<file path="src/rtl/tlk2711_pkg.sv">
// Shared constants, FSM state type and small helpers for the TLK2711 transmit scheduler.
package tlk2711_pkg;

    // 8b/10b code points used to build the 16-bit control words.
    localparam logic [7:0] K28_5 = 8'hBC;
    localparam logic [7:0] D5_6  = 8'hC5;
    localparam logic [7:0] D11_5 = 8'hAB;
    localparam logic [7:0] D21_5 = 8'hB5;

    // Control words: comma in the low byte, framing code in the high byte.
    localparam logic [15:0] IDLE_WORD = {D5_6,  K28_5};
    localparam logic [15:0] SOF_WORD  = {D11_5, K28_5};
    localparam logic [15:0] EOF_WORD  = {D21_5, K28_5};

    typedef enum logic [2:0] {
        ST_IDLE    = 3'd0,
        ST_SOF     = 3'd1,
        ST_HDR     = 3'd2,
        ST_DATA    = 3'd3,
        ST_EOF     = 3'd4,
        ST_GAP     = 3'd5,
        ST_STOPPED = 3'd6
    } state_t;

    // Channel index to one-hot request/grant vector.
    function automatic logic [1:0] ch_onehot(input logic ch);
        return ch ? 2'b10 : 2'b01;
    endfunction

endpackage

</file>
<file path="src/rtl/tlk2711_rr_arb.sv">
// Two-requester round-robin arbiter; the pointer remembers the last winner.
module tlk2711_rr_arb (
    input  logic       clk,
    input  logic       rst_n,
    input  logic [1:0] req,
    input  logic       advance,
    output logic [1:0] gnt,
    output logic       gnt_ch
);

    // Last granted channel; reset to 1 so that ch0 wins the first contention.
    logic last_q;
    logic last_d;

    // Pick the winner: a lone requester wins, on contention the one not granted last.
    always_comb begin
        gnt = 2'b00;
        case (req)
            2'b01:   gnt = 2'b01;
            2'b10:   gnt = 2'b10;
            2'b11:   gnt = last_q ? 2'b01 : 2'b10;
            default: gnt = 2'b00;
        endcase
        gnt_ch = gnt[1];
    end

    // Move the pointer only when the grant is actually taken.
    always_comb begin
        last_d = last_q;
        if (advance && (gnt != 2'b00)) begin
            last_d = gnt[1];
        end else begin
            last_d = last_q;
        end
    end

    // Pointer register.
    always_ff @(posedge clk or negedge rst_n) begin
        if (!rst_n) begin
            last_q <= 1'b1;
        end else begin
            last_q <= last_d;
        end
    end

endmodule

</file>
<file path="src/rtl/tlk2711_tx_sched.sv">
// Frames payload from two channels onto the TLK2711 16-bit transmit bus.
// Every output is a flop; the word for FSM state S is visible one cycle later.
module tlk2711_tx_sched
    import tlk2711_pkg::*;
(
    input  logic        clk,
    input  logic        rst_n,
    input  logic        i_enable,
    input  logic        i_stop,
    output logic        o_stop_ack,
    input  logic [1:0]  i_req,
    input  logic [7:0]  i_len0,
    input  logic [7:0]  i_len1,
    output logic [1:0]  o_gnt,
    input  logic [15:0] i_data0,
    input  logic [15:0] i_data1,
    input  logic [1:0]  i_valid,
    output logic [1:0]  o_ready,
    output logic [15:0] o_txd,
    output logic        o_tkmsb,
    output logic        o_tklsb,
    output logic        o_enable,
    output logic        o_busy,
    output logic [15:0] o_frame_cnt
);

    state_t      state_q,     state_d;
    logic        ch_q,        ch_d;
    logic [7:0]  len_q,       len_d;
    logic [7:0]  cnt_q,       cnt_d;
    logic        gap_q,       gap_d;
    logic [15:0] txd_q,       txd_d;
    logic        tkmsb_q,     tkmsb_d;
    logic        tklsb_q,     tklsb_d;
    logic [1:0]  gnt_q,       gnt_d;
    logic [1:0]  ready_q,     ready_d;
    logic        stop_ack_q,  stop_ack_d;
    logic        enable_q,    enable_d;
    logic        busy_q,      busy_d;
    logic [15:0] frame_cnt_q, frame_cnt_d;

    logic [1:0]  arb_gnt_s;
    logic        arb_ch_s;
    logic        start_s;
    logic        xfer_s;
    logic [15:0] data_s;

    // A frame may start only from IDLE, with the link enabled and no stop pending.
    assign start_s = (state_q == ST_IDLE) && !i_stop && i_enable && (i_req != 2'b00);
    assign xfer_s  = (state_q == ST_DATA) && ready_q[ch_q] && i_valid[ch_q];
    assign data_s  = ch_q ? i_data1 : i_data0;

    tlk2711_rr_arb u_arb (
        .clk     (clk),
        .rst_n   (rst_n),
        .req     (i_req),
        .advance (start_s),
        .gnt     (arb_gnt_s),
        .gnt_ch  (arb_ch_s)
    );

    // Next-state logic and the word to emit for the current state.
    always_comb begin
        state_d     = state_q;
        ch_d        = ch_q;
        len_d       = len_q;
        cnt_d       = cnt_q;
        gap_d       = gap_q;
        frame_cnt_d = frame_cnt_q;
        gnt_d       = 2'b00;
        txd_d       = IDLE_WORD;
        tkmsb_d     = 1'b0;
        tklsb_d     = 1'b1;
        case (state_q)
            ST_IDLE: begin
                if (i_stop) begin
                    state_d = ST_STOPPED;
                end else if (start_s) begin
                    state_d = ST_SOF;
                    ch_d    = arb_ch_s;
                    len_d   = arb_ch_s ? i_len1 : i_len0;
                    cnt_d   = arb_ch_s ? i_len1 : i_len0;
                    gnt_d   = arb_gnt_s;
                end else begin
                    state_d = ST_IDLE;
                end
            end
            ST_SOF: begin
                txd_d   = SOF_WORD;
                state_d = ST_HDR;
            end
            ST_HDR: begin
                txd_d   = {7'b000_0000, ch_q, len_q};
                tklsb_d = 1'b0;
                state_d = ST_DATA;
            end
            ST_DATA: begin
                // No valid word: keep the idle filler and hold the remaining count.
                if (xfer_s) begin
                    txd_d   = data_s;
                    tklsb_d = 1'b0;
                    if (cnt_q == 8'd0) begin
                        state_d = ST_EOF;
                    end else begin
                        cnt_d = cnt_q - 8'd1;
                    end
                end else begin
                    txd_d = IDLE_WORD;
                end
            end
            ST_EOF: begin
                txd_d       = EOF_WORD;
                frame_cnt_d = frame_cnt_q + 16'd1;
                gap_d       = 1'b0;
                state_d     = ST_GAP;
            end
            ST_GAP: begin
                if (gap_q) begin
                    state_d = i_stop ? ST_STOPPED : ST_IDLE;
                    gap_d   = 1'b0;
                end else begin
                    gap_d = 1'b1;
                end
            end
            ST_STOPPED: begin
                if (!i_stop) begin
                    state_d = ST_IDLE;
                end else begin
                    state_d = ST_STOPPED;
                end
            end
            default: begin
                state_d = ST_IDLE;
            end
        endcase
    end

    // Status outputs derived from the current/next state.
    always_comb begin
        if (state_d == ST_DATA) begin
            ready_d = ch_onehot(ch_d);
        end else begin
            ready_d = 2'b00;
        end
        stop_ack_d = (state_q == ST_STOPPED);
        enable_d   = !((state_q == ST_IDLE) && !i_enable);
        busy_d     = (state_q == ST_SOF) || (state_q == ST_HDR) ||
                     (state_q == ST_DATA) || (state_q == ST_EOF);
    end

    // State and output registers; reset drops any frame in flight.
    always_ff @(posedge clk or negedge rst_n) begin
        if (!rst_n) begin
            state_q     <= ST_IDLE;
            ch_q        <= 1'b0;
            len_q       <= 8'd0;
            cnt_q       <= 8'd0;
            gap_q       <= 1'b0;
            txd_q       <= 16'd0;
            tkmsb_q     <= 1'b0;
            tklsb_q     <= 1'b0;
            gnt_q       <= 2'b00;
            ready_q     <= 2'b00;
            stop_ack_q  <= 1'b0;
            enable_q    <= 1'b0;
            busy_q      <= 1'b0;
            frame_cnt_q <= 16'd0;
        end else begin
            state_q     <= state_d;
            ch_q        <= ch_d;
            len_q       <= len_d;
            cnt_q       <= cnt_d;
            gap_q       <= gap_d;
            txd_q       <= txd_d;
            tkmsb_q     <= tkmsb_d;
            tklsb_q     <= tklsb_d;
            gnt_q       <= gnt_d;
            ready_q     <= ready_d;
            stop_ack_q  <= stop_ack_d;
            enable_q    <= enable_d;
            busy_q      <= busy_d;
            frame_cnt_q <= frame_cnt_d;
        end
    end

    assign o_txd       = txd_q;
    assign o_tkmsb     = tkmsb_q;
    assign o_tklsb     = tklsb_q;
    assign o_gnt       = gnt_q;
    assign o_ready     = ready_q;
    assign o_stop_ack  = stop_ack_q;
    assign o_enable    = enable_q;
    assign o_busy      = busy_q;
    assign o_frame_cnt = frame_cnt_q;

endmodule

</file>
<file path="config.mk">
export PLATFORM = sky130hd
export DESIGN_NAME = tlk2711_tx_sched
export DESIGN_NICKNAME = d
export VERILOG_FILES = /design/src/rtl/tlk2711_pkg.sv /design/src/rtl/tlk2711_rr_arb.sv /design/src/rtl/tlk2711_tx_sched.sv
export SDC_FILE = /design/constraint.sdc
export NUM_CORES = 1
export LEC_CHECK = 0
export CAP_MARGIN = 15
export CORE_MARGIN = 2
export CORE_UTILIZATION = 40
export DETAILED_ROUTE_END_ITERATION = 8
export GPL_ROUTABILITY_DRIVEN = 0
export PLACE_DENSITY = 0.71
export SYNTH_ARGS = -nofsm -noshare
export SYNTH_HDL_FRONTEND = slang
export SYNTH_SLANG_ARGS = --single-unit
</file>
<file path="constraint.sdc">
create_clock -name clk -period 2.4 [get_ports clk]
set_clock_uncertainty 0.15 [all_clocks]
set_input_delay 0.48 -clock clk [delete_from_list [all_inputs] [get_ports clk]]
set_output_delay 0.48 -clock clk [all_outputs]
set_load 0.01 [all_outputs]
</file>
* After elaboration in Yosys (flattened, before gate mapping)
Index checks and enable logic that the tools add are counted.
** Storage, ports and cells
- Input port bits :: 56
- Register bits after elaboration :: 62
- Output and inout port bits :: 41
** Operators by class
- Bitwise operators :: 1
- Eq/ne operators :: 14
- Magnitude comparators :: 1
- Reduce and logical (&&, ||, !) cells :: 21
- Mux-type cells :: 34
- $add $sub $neg :: 2
** Operators with widths (number)
- one-hot mux 16 bit (4 select lines) :: 1
- 2-to-1 mux 8 bit :: 5
- 2-to-1 mux 16 bit :: 2
- one-hot mux 3 bit (7 select lines) :: 1
- adder 16 x 1 -> 16 bit, second input constant :: 1
- one-hot mux 8 bit (2 select lines) :: 1
- 2-to-1 mux 3 bit :: 5
- 2-to-1 mux 2 bit :: 6
- 2-to-1 mux 1 bit :: 10
- == test 3 x 2 -> 1 bit, second input constant :: 3
- == test 3 bit, second input constant :: 3
- zero test 8 bit :: 1
- nonzero test 2 bit :: 4
- subtractor 8 x 1 -> 8 bit, second input constant :: 1
- logical AND 1 bit :: 7
- inequality test 2 bit, second input constant :: 3
- one-hot mux 2 bit (3 select lines) :: 1
- AND reduction 5 bit :: 1
- == test 2 bit, second input constant :: 2
- one-hot mux 1 bit (2 select lines) :: 2
- == test 3 x 1 -> 1 bit, second input constant :: 1
- zero test 1 bit :: 3
- zero test 3 bit :: 1
- logical OR 1 bit :: 3
- 5 further kinds :: 5

* Logic depth before layout (Yosys ltp)
- Depth after elaboration :: 9
- Gate-level depth with buffers :: 7

* Hierarchy
From an unflattened synthesis, not the netlist that was laid out.
** Unflattened totals
- Cell total of the unflattened synthesis :: 296
- Area total of the unflattened synthesis :: 3064.2 µm²
** Modules (own cells, without submodules)
- tlk2711_tx_sched :: times used 1, cells an instance 289, area each 3000.4 µm², sequential area each 1526.5 µm²
- tlk2711_rr_arb :: times used 1, cells an instance 7, area each 63.8 µm², sequential area each 26.3 µm²

* Least setup slack after synthesis
No wires, ideal clock.
- Path kind :: register -> register
- From :: register state_q[1]
- To :: register ready_q[1], in the netlist o_ready[1]
- Path slack :: 0.502 ns
- Cell stages (with the launch flop) :: 5
- Data arrival time :: 1.619 ns
- Clock period less this slack :: 1.898 ns
- Cell sequence :: dfrtp_1 > or3_4 > nor4b_4 > mux2_4 > nor2b_1
** On the way
- Longest elaborated chain between the ends :: 9
** Ends and longest elaborated chain
- from (decl) :: line tlk2711_tx_sched.sv:27 : state_t state_q, state_d;
- from (signal assigned) :: line tlk2711_tx_sched.sv:169 : state_q <= state_d;
- zero test 3 bit * :: line tlk2711_tx_sched.sv:49, tlk2711_tx_sched.sv:74
- logical AND 1 bit (3 in a row) :: line tlk2711_tx_sched.sv:49 : assign start_s = (state_q == ST_IDLE) && !i_stop && i_enable && (i_req != 2'b00);
- 2-to-1 mux 1 bit :: line tlk2711_tx_sched.sv:78 : end else if (start_s) begin
- 2-to-1 mux 1 bit :: line tlk2711_tx_sched.sv:76 : if (i_stop) begin
- 2-to-1 mux 1 bit * :: line tlk2711_tx_sched.sv:74 : case (state_q)
- net ch_d :: line tlk2711_tx_sched.sv:28 : logic ch_q, ch_d;
- 2-to-1 mux 2 bit * :: line tlk2711_pkg.sv:27 : return ch ? 2'b10 : 2'b01;
- 2-to-1 mux 2 bit * :: line tlk2711_tx_sched.sv:140 : if (state_d == ST_DATA) begin
- net ready_d[1] :: line tlk2711_tx_sched.sv:36 : logic [1:0] ready_q, ready_d;
- to (signal assigned) :: line tlk2711_tx_sched.sv:178 : ready_q <= ready_d;
- to (decl) :: line tlk2711_tx_sched.sv:36
The timed path passes the listed nets; every way through them passes the cells marked *.
A chain may end at the register's enable or synchronous reset.

* Worst setup path after layout
- From :: register cnt_q[0]
- To :: register cnt_q[7]
** On the way
- Longest elaborated chain between the ends :: 4
** Ends and longest elaborated chain
- from (decl) :: line tlk2711_tx_sched.sv:30 : logic [7:0] cnt_q, cnt_d;
- from (signal assigned) :: line tlk2711_tx_sched.sv:172 : cnt_q <= cnt_d;
- subtractor 8 x 1 -> 8 bit :: line tlk2711_tx_sched.sv:105 : cnt_d = cnt_q - 8'd1;
- 2-to-1 mux 8 bit :: line tlk2711_tx_sched.sv:102 : if (cnt_q == 8'd0) begin
- 2-to-1 mux 8 bit :: line tlk2711_tx_sched.sv:99 : if (xfer_s) begin
- one-hot mux 8 bit (2 select lines) :: line tlk2711_tx_sched.sv:74
Parallel ways exist; a longest one is shown, timed or not. The select of a mux whose other input is x is not followed.

==> summary.md <==
| Metric | Value |
|---|---|
| Max stage delay cell, worst path | dfrtp_1 |
| M1 WL | between 3 and 4 mm |
| CP Capture Type | flip-flop |
| Ys flop type | dfrtp_1 |
| Synth Area in XOR/XNOR | 0.0469 |
| Largest family of logic cells by synthesized area | compound AO/OA/AOI/OAI gates |
| Compound-gate portion of the synthesized area | 0.156 |
| Highest ir drop seen on vdd | about 0.33 mV |
| Pwr dens | ~750 nW/um2 |
| Fill count | a little over 600 |
| Fraction of synthesized area in multiplexers | 0.0812 |
| Worst-Margin Slew | ~0.48 ns |
| Antenna diode count | 0 |
| TritonCTS clock tree | done |
| Relative slew slack | 0.670 |
| Drt pass-1 iters | 4 |
| Final Cycle Share | 0.917 |
| Max-Cap Viols | 0 |
| Dominant cells by area after synthesis | dfrtp_1 (51%), mux2i_1 (5.4%), o21ai_0 (4.0%) |
| Ys async rst share | 1.00 |
| Seq/Total Area, Yosys | 0.520 |
| Via Count | 2,627 |
| Critical path cell sequence | inv_1, ha_1, nor4b_2, nand2_1, o21ai_0, o21ai_0 |
| Vias in the first global route | roughly 2,500 |
| RSZ-0062 raised after global routing | false |
| Largest area contributor in the netlist | dfrtp_1 |
| Post-synth EDFFs | 0 |
| Worst-path fanout max | 9 |
| Psw | approximately 1.1 mW |
| TritonCTS Buffers | 9 |
| Commonest non-fill, non-tap cell in the layout | clkdlybuf4s50_1 |
| CTS root buf | clkbuf_8 |
| Status | complete, no violations |
| Netlist cell types | 54 |
| Post-synth top area share | 0.511 |
| Place WS | -0.0685 ns |
| Port bufs | 95 |
| Final layout net count | 462 |
| Crit Path Category | flip-flop to flip-flop |
| Highest routed layer | met4 |
| Routed WL per cell | roughly 15 um |
| GRT overflow | 0 |
| Final antenna-violating net count | 0 |
| DRC violations left | 0 |
| Clk_lat worst skew | approximately 0.34 ns |
| Ports | just under 100 |
| Post-Synth Adder-Cell Area | 0.00838 |
| Synthesized area per cell | ~10 um2 |
| Setup tns final | 0 ns |
| Pleak | roughly 1.8 nW |
| Largest net degree at the start of global routing | roughly 50 |
| CP arrival | approximately 2.3 ns |
| Fin worst setup slack | 0.199 ns |
| Initial antenna violation count | 0 |
| Worst min-delay path class | flip-flop to flip-flop |
| Routed wl met2 | ~3.7 mm |
| Drt via density | a little over 5 |
| Final hold violations | 0 |
| Die W | 90.4 um |
| Startpoint types | flip-flop |
| YS warnings | 0 |
| Mapped Area | 2990 um2 |
| Area grow syn2layout | 46.4% |
| Commonest non-fill, non-tap cells in the layout | clkdlybuf4s50_1 (94), dfrtp_1 (61), nor2_1 (28) |
| Die Y | roughly 90 um |
| Post-CTS Setup Repair Bufs | 0 |
| Total routed wirelength | ~7.6 mm |
| Pint | between 2 and 2.5 mW |
| Delay of the slowest critical-path stage | around 0.4 ns |
| Max Clk Rate | approximately 450 MHz |
| TritonCTS Sinks | 62 |
| Routed wl met3 | approximately 450 um |
| Row cnt | 31 |
| Simple-gate share of the synthesized area | 0.155 |
| Worst-path clk slew | roughly 0.07 ns |
| Fin crit period | ~2.2 ns |
| Layout cell share with drive strength beyond 1 | 0.134 |
| Gr usage total | 0.195 |
| DR iter-0 viols | between 100 and 150 |
| Worst endpoint required time | ~2.5 ns |
| Register bit total from synthesis | between 60 and 70 |
| Final setup viols | 0 |
| Sw Share | 0.325 |
| Mapped Nets | around 340 |
| Max H-tree Level | 3 |
| DPL Wire Length | approximately 6 mm |
| Combinational fraction of design power | 0.339 |
| Die ar. | between 8000 and 9000 um2 |
| Total Power | between 3 and 4 mW |
| Post-synthesis cell count | 285 |
| CP most frequent cell | o21ai_0 |
| CTS max path bufs | 2 |
| Max-slew violation count | 0 |
| Starting density of the core | 0.412 |
| Clock power share | 0.242 |
| Sequential power share | 0.418 |
| First-pass GRT wire length | between 10 and 15 mm |
| Core area | approximately 7300 um2 |
power groups by stage:
stage	logic, mW	clock network (mW)	registers [mW]
after floorplan	0.556	0	1.40
after global placement	1.09	0	1.37
after detailed placement	1.11	0	1.38
after CTS	1.11	0.803	1.36
after global routing	1.22	0.868	1.39
final	1.11	0.794	1.37
repair_timing:
action                                  in CTS  in global routing
gates resized for setup                      0                  2
hold buffers                                 1                  0
endpoints found under the hold margin       14                  0
endpoints found under the setup margin       0                  9
per-stage QoR:
stage / util / area [um2] / hold slack (ns) / instances
6_report: 0.603 / 4380 / 0.330 / 508
5_1_grt: 0.603 / 4380 / 0.352 / 508
4_1_cts: 0.602 / 4370 / 0.331 / 508
3_5_place_dp: 0.578 / 4190 / 0.261 / 491
3_3_place_gp: 0.578 / 4190 / 0.254 / 491
2_1_floorplan: - / 2990 / 0.0344 / 285
worst max-delay path: cells and delay by family (launching register included):
family	cells	cell delay, ns
compound gates	2	0.53
fa+ha+maj	1	0.24
buf+inv	1	0.10
flops	1	0.41
simple gates	2	0.63
flip-flops by register name, indices dropped and copies added (netlist names):
| register | flops |
|---|---|
| o_enable | 1 |
| ch_q | 1 |
| o_busy | 1 |
| o_ready | 2 |
| len_q | 8 |
| u_arb.last_q | 1 |
| o_tklsb | 1 |
| o_gnt | 2 |
| gap_q | 1 |
| o_stop_ack | 1 |
| state_q | 3 |
| cnt_q | 8 |
| o_txd | 16 |
| o_frame_cnt | 16 |
cell usage after synthesis (all sizes together), types with 2 or more instances:
master and count:
dfrtp 61, nor2 28, o21ai 24, nand2 22
a21oi 20, mux2i 16, xnor2 12, buf 7
inv 7, mux2 7, a221o 5, a31oi 5
nand3 5, nand4 5, nor2b 5, clkbuf 4
o22ai 4, or3 4, xor2 4, and3 3
and3b 2, and4 2, ha 2, nor3 2
nor3b 2, nor4b 2, o211ai 2, o21a 2
o22a 2, o31ai 2, o32a 2
cell type report:
cell class / instances / area [um2] / share of cell area
Timing Repair Buffer: 119 / 1150 / 0.264
Tap cell: 99 / 124 / 0.0283
Inverter: 8 / 30.0 / 0.00686
Clock buffer: 12 / 145 / 0.0332
Sequential cell: 62 / 1550 / 0.355
Clock inverter: 4 / 22.5 / 0.00515
Multi-Input combinational cell: 204 / 1350 / 0.308
cell families (layout without fill, tap and decap cells):
group | Yosys count | count (layout)
AOI/OAI and AO/OA | 74 | 74
xor gates and xnor gates | 16 | 16
adders and majority gates | 2 | 2
buffers and inverters | 19 | 143
DFF | 62 | 62
muxes | 23 | 23
other | 1 | 1
and+or+nand+nor | 88 | 88
path summary, 6_finish.rpt:
check                                            start                           to  slack [ns]  cells past startpoint
max reg2reg                       cnt_q[0]$_DFFE_PN0P_         cnt_q[7]$_DFFE_PN0P_        0.20                      6
min in group asynchronous                        rst_n   o_frame_cnt[8]$_DFFE_PN0P_        0.43                      2
min reg2reg                o_frame_cnt[15]$_DFFE_PN0P_  o_frame_cnt[15]$_DFFE_PN0P_        0.33                      1
min                        o_frame_cnt[15]$_DFFE_PN0P_  o_frame_cnt[15]$_DFFE_PN0P_        0.33                      1
max in group asynchronous                        rst_n     u_arb.last_q$_DFFE_PN1P_        1.04                      3
max                               cnt_q[0]$_DFFE_PN0P_         cnt_q[7]$_DFFE_PN0P_        0.20                      6
routing by layer:
layer  up-vias  GRT usage
li1       1265          -
met5         -          0
met2        93      0.310
met3         8     0.0659
met1      1261      0.254
met4         0     0.0577
(Power assumes the default switching activity.)
